File: src/rtl/matrix_pkg.sv
// Shared types and constants for the matrix load sequencer and datapath.
package matrix_pkg;

   localparam int DEFAULT_DIM    = 2;
   localparam int DEFAULT_DATA_W = 8;

   localparam logic OPERAND_A = 1'b0;
   localparam logic OPERAND_B = 1'b1;

   typedef enum logic [2:0] {
      ST_IDLE   = 3'd0,
      ST_LOAD_A = 3'd1,
      ST_LOAD_B = 3'd2,
      ST_START  = 3'd3,
      ST_WAIT   = 3'd4,
      ST_FIN    = 3'd5
   } state_e;

   // Index width for n elements, never narrower than one bit.
   function automatic int idx_width(input int n);
      return (n > 1) ? $clog2(n) : 1;
   endfunction

endpackage

File: src/rtl/matrix_elem_counter.sv
// Modulo-N element counter with enable, clear and a wrap flag on the last step.
module matrix_elem_counter #(
   parameter int N = 4,
   parameter int W = 2
) (
   input  logic         clk,
   input  logic         rst_n,
   input  logic         en_i,
   input  logic         clr_i,
   output logic [W-1:0] count_o,
   output logic         wrap_o
);

   logic [W-1:0] count_q, count_d;

   assign wrap_o  = en_i && (count_q == W'(N - 1));
   assign count_o = count_q;

   always_comb begin
      count_d = count_q;
      if (clr_i || wrap_o) begin
         count_d = '0;
      end else if (en_i) begin
         count_d = count_q + W'(1);
      end
   end

   always_ff @(posedge clk or negedge rst_n) begin
      if (!rst_n) begin
         count_q <= '0;
      end else begin
         count_q <= count_d;
      end
   end

endmodule

File: src/rtl/matrix_load_ctrl.sv
// Streams operand A then B into the matrix datapath, starts compute, reports done.
// Optional WAIT watchdog with err output: define MATRIX_LOAD_CTRL_TIMEOUT_EN.
module matrix_load_ctrl
   import matrix_pkg::*;
#(
   parameter int DIM    = DEFAULT_DIM,
   parameter int DATA_W = DEFAULT_DATA_W,
   parameter int IDX_W  = idx_width(DIM * DIM)
`ifdef MATRIX_LOAD_CTRL_TIMEOUT_EN
   ,
   parameter int TIMEOUT = 255
`endif
) (
   input  logic              clk,
   input  logic              rst_n,
   input  logic              go_i,
   input  logic              in_valid_i,
   input  logic [DATA_W-1:0] in_data_i,
   output logic              in_ready_o,
   output logic              wr_en_o,
   output logic              wr_sel_o,
   output logic [IDX_W-1:0]  wr_addr_o,
   output logic [DATA_W-1:0] wr_data_o,
   output logic              mul_start_o,
   input  logic              mul_done_i,
   output logic              busy_o,
`ifdef MATRIX_LOAD_CTRL_TIMEOUT_EN
   output logic              err_o,
`endif
   output logic              done_o
);

   state_e             state_q;
   logic               wr_en_q, wr_sel_q, mul_start_q, busy_q, done_q;
   logic [IDX_W-1:0]   wr_addr_q;
   logic [DATA_W-1:0]  wr_data_q;
   logic               accept, cnt_clr, cnt_wrap;
   logic [IDX_W-1:0]   cnt;

`ifdef MATRIX_LOAD_CTRL_TIMEOUT_EN
   localparam int TMO_W = (TIMEOUT > 1) ? $clog2(TIMEOUT) : 1;
   logic [TMO_W-1:0]   tmo_q;
   logic               err_q;
   assign err_o = err_q;
`endif

   assign in_ready_o = (state_q == ST_LOAD_A) || (state_q == ST_LOAD_B);
   assign accept     = in_valid_i && in_ready_o;
   assign cnt_clr    = (state_q == ST_IDLE) && go_i;

   matrix_elem_counter #(
      .N (DIM * DIM),
      .W (IDX_W)
   ) u_elem_counter (
      .clk     (clk),
      .rst_n   (rst_n),
      .en_i    (accept),
      .clr_i   (cnt_clr),
      .count_o (cnt),
      .wrap_o  (cnt_wrap)
   );

   always_ff @(posedge clk or negedge rst_n) begin
      if (!rst_n) begin
         state_q     <= ST_IDLE;
         wr_en_q     <= 1'b0;
         wr_sel_q    <= OPERAND_A;
         wr_addr_q   <= '0;
         wr_data_q   <= '0;
         mul_start_q <= 1'b0;
         busy_q      <= 1'b0;
         done_q      <= 1'b0;
`ifdef MATRIX_LOAD_CTRL_TIMEOUT_EN
         tmo_q       <= '0;
         err_q       <= 1'b0;
`endif
      end else begin
         wr_en_q     <= accept;
         mul_start_q <= 1'b0;
         done_q      <= 1'b0;
`ifdef MATRIX_LOAD_CTRL_TIMEOUT_EN
         err_q       <= 1'b0;
`endif
         if (accept) begin
            wr_data_q <= in_data_i;
            wr_addr_q <= cnt;
            wr_sel_q  <= (state_q == ST_LOAD_B) ? OPERAND_B : OPERAND_A;
         end
         case (state_q)
            ST_IDLE: begin
               if (go_i) begin
                  state_q <= ST_LOAD_A;
                  busy_q  <= 1'b1;
               end
            end
            ST_LOAD_A: if (cnt_wrap) state_q <= ST_LOAD_B;
            ST_LOAD_B: if (cnt_wrap) state_q <= ST_START;
            ST_START: begin
               // The final B write is on the bus now; start lands right after it.
               mul_start_q <= 1'b1;
               state_q     <= ST_WAIT;
`ifdef MATRIX_LOAD_CTRL_TIMEOUT_EN
               tmo_q       <= '0;
`endif
            end
            ST_WAIT: begin
               if (mul_done_i) begin
                  state_q <= ST_FIN;
                  done_q  <= 1'b1;
`ifdef MATRIX_LOAD_CTRL_TIMEOUT_EN
               end else if (tmo_q == TMO_W'(TIMEOUT - 1)) begin
                  state_q <= ST_FIN;
                  done_q  <= 1'b1;
                  err_q   <= 1'b1;
               end else begin
                  tmo_q   <= tmo_q + TMO_W'(1);
`endif
               end
            end
            ST_FIN: begin
               state_q <= ST_IDLE;
               busy_q  <= 1'b0;
            end
            default: begin
               state_q <= ST_IDLE;
               busy_q  <= 1'b0;
            end
         endcase
      end
   end

   assign wr_en_o     = wr_en_q;
   assign wr_sel_o    = wr_sel_q;
   assign wr_addr_o   = wr_addr_q;
   assign wr_data_o   = wr_data_q;
   assign mul_start_o = mul_start_q;
   assign busy_o      = busy_q;
   assign done_o      = done_q;

endmodule
File: config.mk
export PLATFORM = sky130hd
export DESIGN_NAME = matrix_load_ctrl
export DESIGN_NICKNAME = d
export VERILOG_FILES = /design/src/rtl/matrix_pkg.sv /design/src/rtl/matrix_elem_counter.sv /design/src/rtl/matrix_load_ctrl.sv
export SDC_FILE = /design/constraint.sdc
export NUM_CORES = 1
export LEC_CHECK = 0
export ABC_CLOCK_PERIOD_IN_PS = 1900
export CAP_MARGIN = 20
export CORE_MARGIN = 1.5
export CORE_UTILIZATION = 44
export DETAILED_ROUTE_END_ITERATION = 7
export GPL_ROUTABILITY_DRIVEN = 0
export PLACE_DENSITY = 0.77
export SLEW_MARGIN = 0
export SYNTH_ARGS = -nofsm -noshare
export SYNTH_HDL_FRONTEND = slang
export SYNTH_SLANG_ARGS = --single-unit
File: constraint.sdc
create_clock -name clk -period 1.9 [get_ports clk]
set_clock_uncertainty 0.1 [all_clocks]
set_input_delay 0.38 -clock clk [delete_from_list [all_inputs] [get_ports clk]]
set_output_delay 0.38 -clock clk [all_outputs]
set_load 0.02 [all_outputs]
==> results of run 1 <==
[placed cells by master (no fill, tap or decap), drive strengths merged, types with 3 or more instances in the layout]
master          n
a21oi           3
buf             7
clkbuf          5
clkdlybuf4s50  27
dfrtp          20
mux2           10
nor2            3
o21ai           5
[layer usage]
layer / up-vias / share of wire
met5: - / 0
li1: 299 / -
met4: 0 / 0.024
met2: 27 / 0.46
met3: 4 / 0.068
met1: 300 / 0.45
[cell families after synthesis]
kind of cell,count (synthesis),synth area share
flops,20,0.5579
simple gates,14,0.09624
fa+ha+maj,1,0.01394
mux,11,0.1743
buf+inv,4,0.03765
xor+xnor,1,0.03069
compound gates,13,0.08925
[repair_timing]
| item | 4_1_cts | 5_1_grt |
|---|---|---|
| pin swaps | 0 | 0 |
| endpoints found under the setup margin | 1 | 1 |
| resized for setup | 1 | 2 |
[state kept, by name, summed over array words and instances (netlist names)]
name / cells
wr_data_o: 8
mul_start_o: 1
busy_o: 1
state_q: 3
done_o: 1
u_elem_counter.count_o: 2
wr_addr_o: 2
wr_en_o: 1
wr_sel_o: 1
[worst reg2reg max path: cells and delay by family (launching register included)]
| kind | cells | cell delay [ns] |
|---|---|---|
| buffers and inverters | 2 | 0.31 |
| multiplexers | 1 | 0.30 |
| flip-flops | 1 | 0.46 |
| AND/OR/NAND/NOR | 1 | 0.13 |
| XOR/XNOR | 1 | 0.17 |
[power by group]
group	internal, mW	switching, mW	leakage, nW
combinational	0.585	0.452	0.318
sequential	0.589	0.103	0.245
clock	0.117	0.128	0.0210
[path summary, 6_finish.rpt]
check / start / endpoint / cells after the start
setup / recovery: busy_o / busy_o / 1
hold / removal: rst_n / wr_addr_o[0] / 2
setup reg to reg: state_q[0] / wr_data_o[3] / 5
hold reg to reg: wr_data_o[6] / wr_data_o[6] / 1
max in group asynchronous: rst_n / state_q[2] / 2
min in group clk: wr_data_o[6] / wr_data_o[6] / 1
[cell type report]
cell class                      count  area [sq um]
Sequential cell                    20         500.5
Multi-Input combinational cell     40         362.8
Timing Repair Buffer               35         340.3
Fill cell                         164         664.4
Tap cell                           27         33.78
Clock buffer                        4         36.28
Inverter                            1         3.754
==> load_flow_metrics.sql, run 1 <==
INSERT INTO impl_metrics (metric_group, metric, value, unit) VALUES
('worst_setup_path', 'required', '1.42', 'ns'),
('routing', 'ant_nets', '0', ''),
('routing', 'firstDrtPassIters', '4', ''),
('yosys', 'netlist-cell-type-count', '24', ''),
('final_layout', 'syn2layout_area_growth', '42.40', '%'),
('clocking', 'clock_sink_count', '20', ''),
('power_and_ir_drop', 'power.density_cell_area', '1545', 'nW/um^2'),
('power_and_ir_drop', 'total_power', '1.974', 'mW'),
('grt', 'grt_pass1_wl', '2.518', 'mm'),
('sta', 'final.hold.worst_slack', '0.2993', 'ns'),
('grt', 'grt_start_max_net_pins', '21', ''),
('yosys', 'synth.top_cells.by_count', 'sky130_fd_sc_hd__dfrtp_1, sky130_fd_sc_hd__mux2_4, sky130_fd_sc_hd__o21ai_0, sky130_fd_sc_hd__a21oi_1', ''),
('die', 'initial_utilization', '0.4620', ''),
('sta', 'finalHoldViolCount', '0', ''),
('yosys', 'seq_area_frac_synth', '0.5579', ''),
('worst_setup_path', 'r2r_setup_slack', '0.32', 'ns'),
('final_layout', 'drive_gt1_frac', '0.2500', ''),
('yosys', 'synthCells', '64', ''),
('sta', 'max_freq', '0.5602', 'GHz'),
('worst_setup_path', 'critPathTopFamily', 'buffers and inverters', ''),
('clocking', 'cts-hold-fix-buffers', '0', ''),
('routing', 'first_iter_violations', '3', ''),
('yosys', 'postSynthAreaPerCell', '14.02', 'sq um'),
('worst_setup_path', 'worst-setup-path-type', 'reg -> out', ''),
('die', 'die_height', '48.16', 'um'),
('sta', 'fin_setup_tns', '0', 'ns'),
('die', 'die_w', '48.16', 'um'),
('clocking', 'cts.path.max_buffers', '2', ''),
('clocking', 'cts_tree', 'done', ''),
('run_status', 'run_status', 'completed', ''),
('grt', 'top_usage_layer', 'met2', ''),
('yosys', 'synth_top_area_cell', 'sky130_fd_sc_hd__dfrtp_1', ''),
('power_and_ir_drop', 'ir_worst_vdd', '0.7969', 'mV'),
('grt', 'global_route.usage.met2', '0.2605', ''),
('yosys', 'yosys_register_bits', '20', ''),
('worst_setup_path', 'cp_max_delay_cell', 'sky130_fd_sc_hd__clkdlybuf4s50_1', ''),
('sta', 'timing_max_transition_violations_final', '0', ''),
('sta', 'worst_pin_slew', '0.2810', 'ns'),
('worst_setup_path', 'worst_ep_arrival_time', '1.30', 'ns'),
('routing', 'via_count', '630', ''),
('clocking', 'clk_latency', '0.30', 'ns'),
('grt', 'globalRouteOverflowTotal', '0', ''),
('final_layout', 'layout.cell_area.non_filler', '1277', 'sq um'),
('worst_setup_path', 'crit_path_end_kind', 'primary output', ''),
('yosys', 'syn-num-nets', '78', ''),
('sta', 'postLayoutSetupSlackWorst', '0.1150', 'ns'),
('sta', 'post_layout_min_period', '1.785', 'ns'),
('yosys', 'synth.cell_area', '897.1', 'sq um'),
('placement', 'place.detailed.hpwl', '1.251', 'mm'),
('grt', 'grt_pass1_vias', '588', ''),
('clocking', 'cts_htree_levels', '1', ''),
('yosys', 'synth.most_common_cell', 'sky130_fd_sc_hd__dfrtp_1', ''),
('yosys', 'synth_edf_count', '0', ''),
('die', 'row_count', '16', ''),
('clocking', 'cts_buffers', '3', ''),
('yosys', 'netlist_top_cells_area', 'sky130_fd_sc_hd__dfrtp_1, sky130_fd_sc_hd__mux2_4, sky130_fd_sc_hd__xnor2_4, sky130_fd_sc_hd__o21ai_0, sky130_fd_sc_hd__buf_6', ''),
('yosys', 'synthesis.yosys.warnings', '0', ''),
('worst_setup_path', 'critPathLaunchType', 'register', ''),
('hold_path', 'hold_path.class', 'in -> async', ''),
('final_layout', 'final_nets', '115', ''),
('worst_setup_path', 'critical-path-max-stage-delay', '0.62', 'ns'),
('die', 'fp.coreArea', '1942', 'sq um'),
('final_layout', 'antenna_cells', '0', ''),
('worst_setup_path', 'worstPathMaxFanout', '3', ''),
('final_layout', 'fin_cells', '127', ''),
('routing', 'drt_wl_total', '1.660', 'mm'),
('yosys', 'proportion_of_netlist_area_held_by_the_largest_area_contributor', '0.5579', ''),
('placement', 'dpl_cell_area', '1246', 'sq um'),
('grt', 'grt_antenna_before_repair', '0', ''),
('placement', 'io_buffers', '28', ''),
('grt', 'track_usage', '0.1656', '');
No activity file was read; power rests on OpenSTA's default activity.
==> inputs of run 2 (changes only) <==
- ABC_CLOCK_PERIOD_IN_PS: 1900 -> unset
- SKIP_LAST_GASP: unset -> 1
==> results of run 2 <==
The final DEF is identical to that of run 1; final timing and power are the same.
==> inputs of run 3 (changes only) <==
- CORE_UTILIZATION: 44 -> 59
- DONT_BUFFER_PORTS: unset -> 1
- PLACE_DENSITY: 0.77 -> 0.75
==> load_flow_metrics.sql, run 3 (synthesis gave the netlist of run 1 again) <==
INSERT INTO impl_metrics (metric_group, metric, value, unit) VALUES
('run_status', 'run_status', 'completed', ''),
('die', 'row_count', '13', ''),
('sta', 'unrepaired_setup_endpoints_after_global_routing', 'false', ''),
('power_and_ir_drop', 'power.internal', '1.087', 'mW'),
('final_layout', 'drive_gt1_frac', '0.2836', ''),
('worst_setup_path', 'worst_ep_arrival_time', '1.30', 'ns'),
('worst_setup_path', 'cp_max_delay_cell', 'sky130_fd_sc_hd__dfrtp_1', ''),
('final_layout', 'antenna_cells', '0', ''),
('sta', 'fin_setup_tns', '0', 'ns'),
('die', 'initial_utilization', '0.6566', ''),
('grt', 'globalRouteOverflowTotal', '0', ''),
('worst_setup_path', 'worst_setup_path_startpoint', 'state_q[0]', ''),
('routing', 'ant_nets', '0', ''),
('worst_setup_path', 'critPathTopFamily', 'flip-flops', ''),
('sta', 'timing_max_transition_violations_final', '0', ''),
('grt', 'grt_start_max_net_pins', '21', ''),
('grt', 'grt_pass1_wl', '2.566', 'mm'),
('die', 'die_height', '42.00', 'um'),
('worst_setup_path', 'endpoint_of_the_most_critical_register_to_register_path', 'wr_data_o[6]', ''),
('worst_setup_path', 'worst_setup_path_endpoint', 'in_ready_o', ''),
('power_and_ir_drop', 'comb_power_share', '0.286', ''),
('sta', 'postLayoutSetupSlackWorst', '0.1211', 'ns'),
('worst_setup_path', 'critical_path_buf_inv_count', '0', ''),
('routing', 'via_count', '509', ''),
('worst_setup_path', 'required', '1.42', 'ns'),
('power_and_ir_drop', 'seqPwrFrac', '0.513', ''),
('routing', 'vias_per_cell', '6.207', ''),
('grt', 'grt_antenna_before_repair', '0', ''),
('clocking', 'cts_tree', 'done', ''),
('sta', 'worst_pin_slew', '0.8518', 'ns'),
('hold_path', 'hold_path.class', 'in -> reg', ''),
('worst_setup_path', 'rr_worst_depth', '3', ''),
('placement', 'place.detailed.hpwl', '968.7', 'um'),
('clocking', 'cts_buffers', '3', ''),
('grt', 'track_usage', '0.1956', ''),
('power_and_ir_drop', 'leakage', '0.4537', 'nW'),
('clocking', 'cts_htree_levels', '1', ''),
('worst_setup_path', 'worst-setup-path-type', 'reg -> out', ''),
('placement', 'io_buffers', '0', ''),
('clocking', 'path_clk_slew', '0.12', 'ns'),
('routing', 'drt_wl_total', '1.470', 'mm'),
('placement', 'dpl_worst_slack', '0.2074', 'ns'),
('sta', 'post_layout_min_period', '1.779', 'ns'),
('die', 'fp.coreArea', '1366', 'sq um'),
('power_and_ir_drop', 'ir_worst_vdd', '0.9864', 'mV'),
('power_and_ir_drop', 'swShare', '0.3742', ''),
('final_layout', 'syn2layout_area_growth', '6.834', '%'),
('routing', 'first_iter_violations', '13', ''),
('worst_setup_path', 'r2r_setup_slack', '0.21', 'ns'),
('clocking', 'cts.path.max_buffers', '2', ''),
('sta', 'worst_slew_margin_relative_to_its_limit', '0.4303', ''),
('worst_setup_path', 'crit_chain', 'xnor2_4 -> nor2_2', ''),
('final_layout', 'layout.cells.most_common', 'sky130_fd_sc_hd__dfrtp_1', ''),
('final_layout', 'final_cell_mix', 'sky130_fd_sc_hd__dfrtp_1, sky130_fd_sc_hd__mux2_4, sky130_fd_sc_hd__o21ai_0', ''),
('sta', 'max_freq', '0.5622', 'GHz'),
('die', 'die_w', '42.00', 'um'),
('placement', 'placed_instance_count', '77', ''),
('power_and_ir_drop', 'power.density_cell_area', '1812', 'nW/um^2'),
('worst_setup_path', 'cp_num_cells', '2', ''),
('worst_setup_path', 'worstPathMaxFanout', '8', ''),
('routing', 'drc', '0', ''),
('worst_setup_path', 'r2r_start', 'state_q[0]', ''),
('final_layout', 'final_nets', '82', ''),
('grt', 'grt_pass1_vias', '533', ''),
('sta', 'setup_violations', '0', ''),
('worst_setup_path', 'critPathLaunchType', 'register', ''),
('hold_path', 'hold-path-cell-count', '1', ''),
('final_layout', 'filler_cell_count', '92', ''),
('final_layout', 'finalCoreUtilization', '0.7015', ''),
('placement', 'dpl_cell_area', '893.4', 'sq um'),
('worst_setup_path', 'critical-path-max-stage-delay', '0.51', 'ns'),
('clocking', 'clock_sink_count', '20', ''),
('die', 'num_io_pins', '29', ''),
('final_layout', 'flip_flop_count_of_the_largest_register_all_copies_and_words_added', '8', ''),
('job', 'max_cap_viol_count', '0', ''),
('die', 'overall_die_area', '1764', 'sq um'),
('final_layout', 'layout.cell_area.non_filler', '958.4', 'sq um'),
('worst_setup_path', 'crit_path_end_kind', 'primary output', ''),
('clocking', 'clockRootBuffer', 'sky130_fd_sc_hd__clkbuf_4', ''),
('routing', 'firstDrtPassIters', '4', ''),
('final_layout', 'fin_cells', '82', ''),
('clocking', 'clk_latency', '0.30', 'ns'),
('routing', 'wire_per_inst', '17.93', 'um'),
('power_and_ir_drop', 'switching_power_of_the_nets', '649.6', 'uW'),
('power_and_ir_drop', 'clk_network_pwr_share', '0.201', ''),
('sta', 'finalHoldViolCount', '0', ''),
('sta', 'layout_worst_path_cycle_share', '0.9363', '');
run 3: cell types whose count changed in the layout (fill, tap and decap cells not counted):
cell	change
sky130_fd_sc_hd__clkdlybuf4s50_1	-27
sky130_fd_sc_hd__buf_4	-5
sky130_fd_sc_hd__buf_12	-1
sky130_fd_sc_hd__bufinv_16	+1
sky130_fd_sc_hd__clkbuf_2	-1
sky130_fd_sc_hd__clkbuf_8	-1
sky130_fd_sc_hd__dlygate4sd3_1	+1
sky130_fd_sc_hd__nor2_1	-1
sky130_fd_sc_hd__nor2_2	+1
run 3: metal layers:
layer / share of wire / routed length [um] / GRT usage
met5: 0 / 0 / 0
met1: 0.43 / 638 / 0.2386
met2: 0.48 / 700 / 0.2875
met4: 0.023 / 34 / 0.1161
met3: 0.066 / 97 / 0.08190
run 3: worst min path at each step:
stage,start,slack (ns),endpoint
3_5_place_dp,rst_n,-0.02,mul_start_o
4_1_cts,in_data_i[1],0.11,wr_data_o[1]
6_report,in_data_i[1],0.11,wr_data_o[1]
3_3_place_gp,rst_n,-0.02,mul_start_o
2_1_floorplan,rst_n,-0.02,busy_o
5_1_grt,in_data_i[4],0.10,wr_data_o[4]
run 3: worst reg2reg max path, stage by stage, from the launching register on:
cell and delay, ns:
sky130_fd_sc_hd__dfrtp_1 0.51, sky130_fd_sc_hd__xnor2_4 0.23, sky130_fd_sc_hd__nor2_4 0.37, sky130_fd_sc_hd__mux2_2 0.38
run 3: stage by stage:
stage	hold WS (ns)	power, mW
4_1_cts	0.1146	1.738
2_1_floorplan	-0.01559	1.319
3_3_place_gp	-0.01523	1.361
5_1_grt	0.1028	1.824
3_5_place_dp	-0.01522	1.374
6_report	0.1117	1.736
run 3: power groups by stage:
stage,Clock (mW),Sequential (mW),Combinational (mW)
3_5_place_dp,0,0.896,0.479
5_1_grt,0.362,0.917,0.544
2_1_floorplan,0,0.846,0.474
4_1_cts,0.347,0.893,0.498
3_3_place_gp,0,0.893,0.468
6_report,0.350,0.890,0.496
run 3: cell type report:
class | count | area, sq um | area share
flip-flops and latches | 20 | 500.5 | 0.5222
multi-input cells | 40 | 365.4 | 0.3812
clock inverters | 1 | 30.03 | 0.03133
clock buffers | 3 | 22.52 | 0.02350
well taps | 15 | 18.77 | 0.01958
repair buffers | 2 | 17.52 | 0.01828
inverters | 1 | 3.754 | 0.003916
run 3: repair_timing:
action                     4_1_cts  5_1_grt
hold buffers                     1        0
resized for setup                0        1
setup buffers                    0        0
hold endpoints to repair        20        0
setup endpoints to repair        0        1
==> patch, RTL diff (flow settings as in run 1) <==
Add a define of `MATRIX_LOAD_CTRL_TIMEOUT_EN`.
--- a/src/rtl/matrix_load_ctrl.sv
+++ b/src/rtl/matrix_load_ctrl.sv
@@ -1,5 +1,7 @@
 // Streams operand A then B into the matrix datapath, starts compute, reports done.
 // Optional WAIT watchdog with err output: define MATRIX_LOAD_CTRL_TIMEOUT_EN.
+`define MATRIX_LOAD_CTRL_TIMEOUT_EN
+
 module matrix_load_ctrl
    import matrix_pkg::*;
 #(
Check against the original RTL (old outputs only; new: err_o): no difference found for any inputs over 10 cycles, from zero or initial values and one cycle with rst_n low; that may be too few to reach the edited logic, so the function may still have changed.
==> patch against run 1 <==
  * Routed wire length increased by 56%
  * Sequential cell count increased by 9
  * Worst hold slack improved by 0.033 ns
  * Design area increased by 43%
  * Worst setup slack got worse by 0.0093 ns
  * Core utilization decreased by 5.6 points
  * Cell count increased by 58%
  * Power increased by 24%
  * Synthesized area increased by 54%
  * Sequential power increased by 41%
==> patch: results (changes against run 1) <==
metric	value	unit	change
dpl_cell_area	1750	um^2	+40%
place.port_buffers	29		+3.6%
ys_top_cells_by_area	dfrtp_1 (52%), mux2_1 (7.3%), ha_1 (2.7%), a21oi_1 (2.5%), mux2i_1 (2.2%)		
seq_area_frac_synth	52.4	%	-3.3 points
holdWs	0.332	ns	+0.0325 ns
hp-class	input port to async pin		
h-tree-depth	2		+1
antenna_cells	0		unchanged
wl_per_cell	12.9	um	-1.6%
synth_commonest_cells	dfrtp_1 (29), mux2_1 (9), a21oi_1 (7)		
clock_latency	0.33	ns	+0.03 ns
met2_usage	26.3	%	+0.30 points
postSynthNetCount	132		+69%
ff2ff_path_depth	5		unchanged
r2r-start	tmo_q[0]		
critPathArrivalTime	1.31	ns	
ir_drop	0.540	mV	-32%
ys_async_sr_fraction	100	%	unchanged
dpl.hpwl	1880	um	+50%
cts-root-buf	clkbuf_4		
dp.cells	192		+56%
grt_pass1_vias	957		+63%
grtUsageTotal	16.5	%	-0.10 points
met1_usage	19.4	%	-0.42 points
synth_cells	116		+81%
p_per_area	1340	nW/um^2	-13%
routed_via_density	5.18		+4.4%
grt_pass1_wl	4210	um	+67%
worst_slew_pin_slew	0.361	ns	+0.0804 ns
antenna_found_initial	0		unchanged
numCtsBuffers	5		+2
drive_above_1_share	14.0	%	-11 points
final_nets	172		+50%
crit_fanout	2		-1
synth_warnings	0		unchanged
clkTransAtPathRegs	0.09	ns	-0.02 ns
nFillCells	261		+59%
met3_usage	6.33	%	+2.3 points
outcome	complete, no violations		
first_pass_iters	5		+1
num_vias	1041		+65%
grt_max_degree	30		+43%
clockBufferDepth	2		unchanged
p_leak	0.000824	uW	+41%
ys_types	41		+71%
rrSetupSlack	0.20	ns	-0.12 ns
critical_path.reg2reg.endpoint	tmo_q[1]		
drt_iter0_drc	34		+31
[patch: cells by family after synthesis]
family	count (synthesis)	share of synthesized area, %
buf+inv	9	4.16
mux	13	10.3
xor+xnor	1	1.18
fa+ha+maj	3	2.71
simple gates	33	14.8
flops	29	52.4
compound gates	28	14.4
[patch: how the worst max path moves through the flow]
stage | startpoint | to | slack (ns) | depth (start not counted)
after detailed placement | mul_done_i | tmo_q[7] | 0.007 | 5
after floorplan | state_q[0] | wr_addr_o[0] | 0.37 | 5
after CTS | state_q[1] | in_ready_o | 0.08 | 3
after global routing | state_q[1] | in_ready_o | 0.04 | 3
after global placement | mul_done_i | tmo_q[5] | 0.07 | 5
final | state_q[1] | in_ready_o | 0.11 | 3
[patch: timing repair]
action,CTS,global route
setup buffers,1,0
gates resized for setup,1,0
hold endpoints to repair,0,0
setup endpoints to repair,1,0
[patch: layer usage]
metal,part of all wire (%),vias up
met5,0,-
met4,1.9,0
met3,7.4,5
met2,45,41
met1,46,485
li1,-,510
[patch: metrics by stage]
step / setup WS [ns] / power (uW)
after floorplan: 0.375 / 1590
after global placement: 0.0722 / 2000
after detailed placement: 0.00729 / 2040
after CTS: 0.0808 / 2480
after global routing: 0.0402 / 2610
final: 0.106 / 2440
[patch: power by group]
group	switching (uW)	internal (uW)	leakage (uW)
clock	209	214	0.0000413
combinational	512	531	0.000417
sequential	145	832	0.000367
[patch: area by class of cell]
cell class | count | share of cell area, %
Sequential cell | 29 | 39.8
Multi-Input combinational cell | 78 | 32.9
Timing Repair Buffer | 38 | 19.6
Clock buffer | 7 | 3.57
Tap cell | 44 | 3.02
Inverter | 4 | 0.824
Clock inverter | 1 | 0.275
[patch: worst max-delay path, cell delays in order (launching register included)]
cell           delay [ns]
dfrtp_1              0.42
xnor2_2              0.15
nor2_1               0.08
dlygate4sd2_1        0.34
